File: src/rtl/multi_blinker.sv
// Multi-channel programmable LED waveform generator: a shared 1 ms prescaler
// drives per-channel phase/burst counters configured at runtime.
module multi_blinker #(
  parameter int unsigned C_CLK_FRQ  = 100_000_000,
  parameter int unsigned C_CHANNELS = 4,
  parameter int unsigned C_MS_WIDTH = 12,
  parameter int unsigned C_BURST    = 3,
  localparam int unsigned CHW = (C_CHANNELS > 1) ? $clog2(C_CHANNELS) : 1
) (
  input  logic                  clk,
  input  logic                  rst,
  input  logic                  cfg_we,
  input  logic [CHW-1:0]        cfg_ch,
  input  logic [1:0]            cfg_mode,
  input  logic [C_MS_WIDTH-1:0] cfg_period,
  input  logic [C_MS_WIDTH-1:0] cfg_high,
  input  logic                  sync,
  output logic                  tick,
  output logic [C_CHANNELS-1:0] out
);

  localparam int unsigned PRE_N = C_CLK_FRQ / 1000;
  localparam int unsigned PRE_W = (PRE_N > 1) ? $clog2(PRE_N) : 1;
  localparam int unsigned BW    = $clog2(2 * C_BURST);
  localparam logic [PRE_W-1:0] PRE_LAST   = PRE_W'(PRE_N - 1);
  localparam logic [BW-1:0]    BURST_LAST = BW'(2 * C_BURST - 1);
  localparam logic [BW-1:0]    BURST_ON   = BW'(C_BURST);

  typedef enum logic [1:0] {
    M_OFF   = 2'd0,
    M_ON    = 2'd1,
    M_BLINK = 2'd2,
    M_BURST = 2'd3
  } mode_t;

  logic [PRE_W-1:0]      r_presc;
  logic                  r_tick;
  mode_t                 r_mode   [C_CHANNELS];
  logic [C_MS_WIDTH-1:0] r_period [C_CHANNELS];
  logic [C_MS_WIDTH-1:0] r_high   [C_CHANNELS];
  logic [C_MS_WIDTH-1:0] r_phase  [C_CHANNELS];
  logic [BW-1:0]         r_burst  [C_CHANNELS];
  logic [C_CHANNELS-1:0] r_out;
  logic [C_CHANNELS-1:0] w_out;
  logic [C_CHANNELS-1:0] w_wr;

  always_ff @(posedge clk) begin
    if (rst) begin
      r_presc <= '0;
      r_tick  <= 1'b0;
    end else begin
      r_tick  <= (r_presc == PRE_LAST);
      r_presc <= (r_presc == PRE_LAST) ? '0 : r_presc + 1'b1;
    end
  end

  // Out-of-range channel numbers match no decode bit and are dropped.
  always_comb begin
    w_wr = '0;
    for (int unsigned i = 0; i < C_CHANNELS; i++)
      w_wr[i] = cfg_we && (cfg_ch == CHW'(i));
  end

  always_ff @(posedge clk) begin
    for (int unsigned i = 0; i < C_CHANNELS; i++) begin
      if (rst) begin
        r_mode[i]   <= M_OFF;
        r_period[i] <= '0;
        r_high[i]   <= '0;
        r_phase[i]  <= '0;
        r_burst[i]  <= '0;
      end else if (w_wr[i] || sync) begin
        // A clear in the same cycle as a tick swallows that tick.
        if (w_wr[i]) begin
          r_mode[i]   <= mode_t'(cfg_mode);
          r_period[i] <= cfg_period;
          r_high[i]   <= cfg_high;
        end
        r_phase[i] <= '0;
        r_burst[i] <= '0;
      end else if (r_tick && (r_period[i] != '0)) begin
        if (r_phase[i] == r_period[i] - 1'b1) begin
          r_phase[i] <= '0;
          r_burst[i] <= (r_burst[i] == BURST_LAST) ? '0 : r_burst[i] + 1'b1;
        end else begin
          r_phase[i] <= r_phase[i] + 1'b1;
        end
      end
    end
  end

  always_comb begin
    w_out = '0;
    for (int unsigned i = 0; i < C_CHANNELS; i++) begin
      case (r_mode[i])
        M_OFF:   w_out[i] = 1'b0;
        M_ON:    w_out[i] = 1'b1;
        M_BLINK: w_out[i] = (r_period[i] != '0) && (r_phase[i] < r_high[i]);
        M_BURST: w_out[i] = (r_period[i] != '0) && (r_phase[i] < r_high[i])
                            && (r_burst[i] < BURST_ON);
        default: w_out[i] = 1'b0;
      endcase
    end
  end

  always_ff @(posedge clk) begin
    if (rst) r_out <= '0;
    else     r_out <= w_out;
  end

  assign out  = r_out;
  assign tick = r_tick;

endmodule

File: config.mk
export PLATFORM = sky130hd
export DESIGN_NAME = multi_blinker
export DESIGN_NICKNAME = d
export VERILOG_FILES = /design/src/rtl/multi_blinker.sv
export SDC_FILE = /design/constraint.sdc
export NUM_CORES = 1
export LEC_CHECK = 0
export CAP_MARGIN = 20
export CORE_UTILIZATION = 54
export DETAILED_ROUTE_END_ITERATION = 8
export PLACE_DENSITY = 0.72
export SLEW_MARGIN = 20
export SYNTH_ARGS = -nofsm -noshare
export SYNTH_HDL_FRONTEND = slang
export SYNTH_SLANG_ARGS = --single-unit
File: constraint.sdc
create_clock -name clk -period 3.05 [get_ports clk]
set_input_delay 0.61 -clock clk [delete_from_list [all_inputs] [get_ports clk]]
set_output_delay 0.61 -clock clk [all_outputs]
set_load 0.01 [all_outputs]
==> flow_summary.yaml, run 1 <==
synthesis:
  ys_top_cells_by_area: "edfxtp_1 46%, ha_1 7.3%, and2_1 6.3%"
  yosysWarnings: 0
  seq_area_frac_synth: 0.502
  yosysTopAreaCellShare: 0.461
  synth_edf_count: 164
  ys_ff_latch: 186
  syn-cell-area_mm2: 0.0107
  synthCells: 996
  synthTopCellsByCount: "164 x edfxtp_1, 107 x and2_1, 101 x nor2_1"
  yosysMostFrequentCell: "edfxtp_1"
  synth_ff_type: "edfxtp_1"
  syn_nets: 1090
  ys_async_sr_fraction: 0
  syn_avg_cell_area_um2: 10.7
  synth.distinct_cells: 62
  yosysTopAreaCell: "edfxtp_1"
routing:
  drt_iter0_drc: 540
  vias: 7376
  met3WireLength_mm: 1.34
  drc: 0
  ant_nets: 0
  top_layer: "met4"
  drt-total-wl_mm: 23.5
  first_pass_iters: 6
  met1_length_mm: 10.6
  met2WireLength_mm: 11.2
  vias_per_cell: 5.57
  wl_per_cell_um: 17.8
floorplanning:
  coreArea_mm2: 0.0195
  row_count: 51
  ios: 37
  start_util: 0.549
  dieArea_mm2: 0.0204
  die_y_um: 143
  die_w_um: 143
clock_network:
  post_cts_buffers: 0
  clkSlewWorstSetupHoldPaths_ns: 0.07
  htree_levels: 4
  cts_made_buffers: 17
  cts-root-buf: "clkbuf_16"
  clk_path_buf_depth: 2
  clock_sinks: 186
  cts_hold_repair.buffers: 0
  cts_tree: "yes"
  clock_latency_ns: 0.43
  ctsResizeCount: 0
power:
  cellLeakagePower_nw: 4.74
  power_density_mw_per_mm2: 495
  ir_worst_vdd_v: 0.000434
job:
  max_cap_violations: 0
global_routing:
  overflow: 0
  grt.total_usage: 0.244
  first_global_vias: 7034
  grt_pass1_wl_mm: 37.0
  grt_max_degree: 27
  antenna_found_initial: 2
layout:
  syn_to_final_growth_pct: 12.5
  design_area_mm2: 0.0120
  nets: 1140
  drive_gt1_frac: 0.0585
  final.fill_count: 1623
  antenna_cells: 0
outcome:
  outcome: "finished clean"
sta:
  rsz0062_at_grt: "no"
  tightest_slew_ns: 0.754
  finClkSkew_ns: 0.0107
  min_period_over_period: 0.912
  fin_setup_tns_ns: 0
  maxSlewHeadroom: 0.497
  fmax_ghz: 0.360
  hold_violations: 0
  maxSlewViolCount: 0
  setup_viol: 0
  post-route-min-period_ns: 2.78
placement:
  dpl_cell_area_mm2: 0.0114
  place.gp.congestion: 0.846
  hpwl_mm: 16.9
  io_buffers: 36
setup_path:
  worst-path-max-fanout: 6
  critical_path_class: "register to register"
  critPathMaxStageDelay_ns: 0.57
  crit_chain: "inv_1, ha_1, nor3b_2, nand2_1, mux2i_1, o311a_1, or4b_4, nand2_1"
  path_delay_family: "simple AND/OR/NAND/NOR gates"
  cp-end-kind: "register"
  worstPathArrival_ns: 2.91
  path_buf_inv: 1
  cpMostUsedCell: "nand2_1"
  cp_slowest_cell: "or4b_4"
  cp.required_ns: 3.18
  start_kind: "register"
worst_hold_path:
  hold_path.class: "register to register"
[layout make-up]
| type | count | area, µm² | share of cell area |
|---|---|---|---|
| clock inverter | 7 | 50.0 | 0.00416 |
| tap | 265 | 332 | 0.0276 |
| sequential | 186 | 5370 | 0.446 |
| multi-input combinational | 721 | 4990 | 0.415 |
| timing repair buffer | 51 | 473 | 0.0393 |
| clock buffer | 25 | 548 | 0.0456 |
| inverter | 69 | 259 | 0.0215 |
[logic make-up after synthesis]
kind of cell               count (synthesis)  share of synthesized area
AOI/OAI and AO/OA                         96                     0.0649
DFF                                      186                      0.502
and+or+nand+nor                          439                      0.223
xor gates and xnor gates                 114                     0.0934
adders and majority gates                 62                     0.0726
muxes                                     10                    0.00937
buffers and inverters                     89                     0.0344
[metrics by stage]
stage | worst slack (ns) | hold WS [ns] | util | power, W | cells
finish | 0.270 | 0.479 | 0.618 | 0.00595 | 1324
detailed placement | 0.188 | 0.469 | 0.586 | 0.00378 | 1292
CTS | 0.145 | 0.485 | 0.617 | 0.00597 | 1324
global placement | 0.229 | 0.459 | 0.586 | 0.00376 | 1292
floorplan | 0.474 | 0.442 | - | 0.00353 | 996
global route | 0.116 | 0.524 | 0.618 | 0.00615 | 1324
[worst reg2reg max path, stage by stage, from the launching register on]
cell and delay [ns]:
edfxtp_1 0.44, inv_1 0.11, ha_1 0.25, nor3b_2 0.28
nand2_1 0.16, mux2i_1 0.16, o311a_1 0.36, or4b_4 0.57
nand2_1 0.15
[state kept, by name, indices dropped and copies added, names as in the netlist]
name / flops
r_burst: 12
r_mode: 8
out: 4
r_high: 48
r_presc: 17
r_period: 48
tick: 1
r_phase: 48
[final timing paths]
| check | start | endpoint | slack (ns) | cells past startpoint |
|---|---|---|---|---|
| max reg2reg | r_period[0][12] | r_burst[0][4] | 0.27 | 8 |
| min | r_presc[0] | r_presc[0] | 0.48 | 1 |
| min reg2reg | r_presc[0] | r_presc[0] | 0.48 | 1 |
| max | r_period[0][12] | r_burst[0][4] | 0.27 | 8 |
[cells in the final DEF, fill, tap and decap left out, drive strengths merged, types with 25 or more instances in the layout]
cell             n
and2           108
clkbuf          25
clkdlybuf4s50   36
edfxtp         164
ha              62
inv             72
nand2           58
nand3           35
nor2           101
nor3            35
xnor2           55
xor2            59
[layer usage]
metal | up-vias | global-route usage
met4 | 0 | 0.0736
met1 | 3561 | 0.330
li1 | 3612 | -
met3 | 26 | 0.0443
met5 | - | 0
met2 | 177 | 0.401
[report_power, final]
| group | leakage, nW | switching (W) | internal [W] |
|---|---|---|---|
| clock | 0.301 | 0.000952 | 0.00126 |
| combinational | 2.56 | 0.000353 | 0.000299 |
| sequential | 1.88 | 0.000160 | 0.00293 |
| total | 4.74 | 0.00146 | 0.00448 |
No activity file was read; power rests on OpenSTA's default activity.
==> inputs of run 2 (changes only) <==
--- a/config.mk
+++ b/config.mk
@@ -5,10 +5,13 @@
 export SDC_FILE = /design/constraint.sdc
 export NUM_CORES = 1
 export LEC_CHECK = 0
+export ABC_CLOCK_PERIOD_IN_PS = 3050
 export CAP_MARGIN = 20
 export CORE_UTILIZATION = 54
 export DETAILED_ROUTE_END_ITERATION = 8
+export HOLD_SLACK_MARGIN = 0.08
 export PLACE_DENSITY = 0.72
+export SETUP_SLACK_MARGIN = 0.02
 export SLEW_MARGIN = 20
 export SYNTH_ARGS = -nofsm -noshare
 export SYNTH_HDL_FRONTEND = slang
==> results of run 2 <==
Final layout, timing and power as in run 1 (identical DEF).
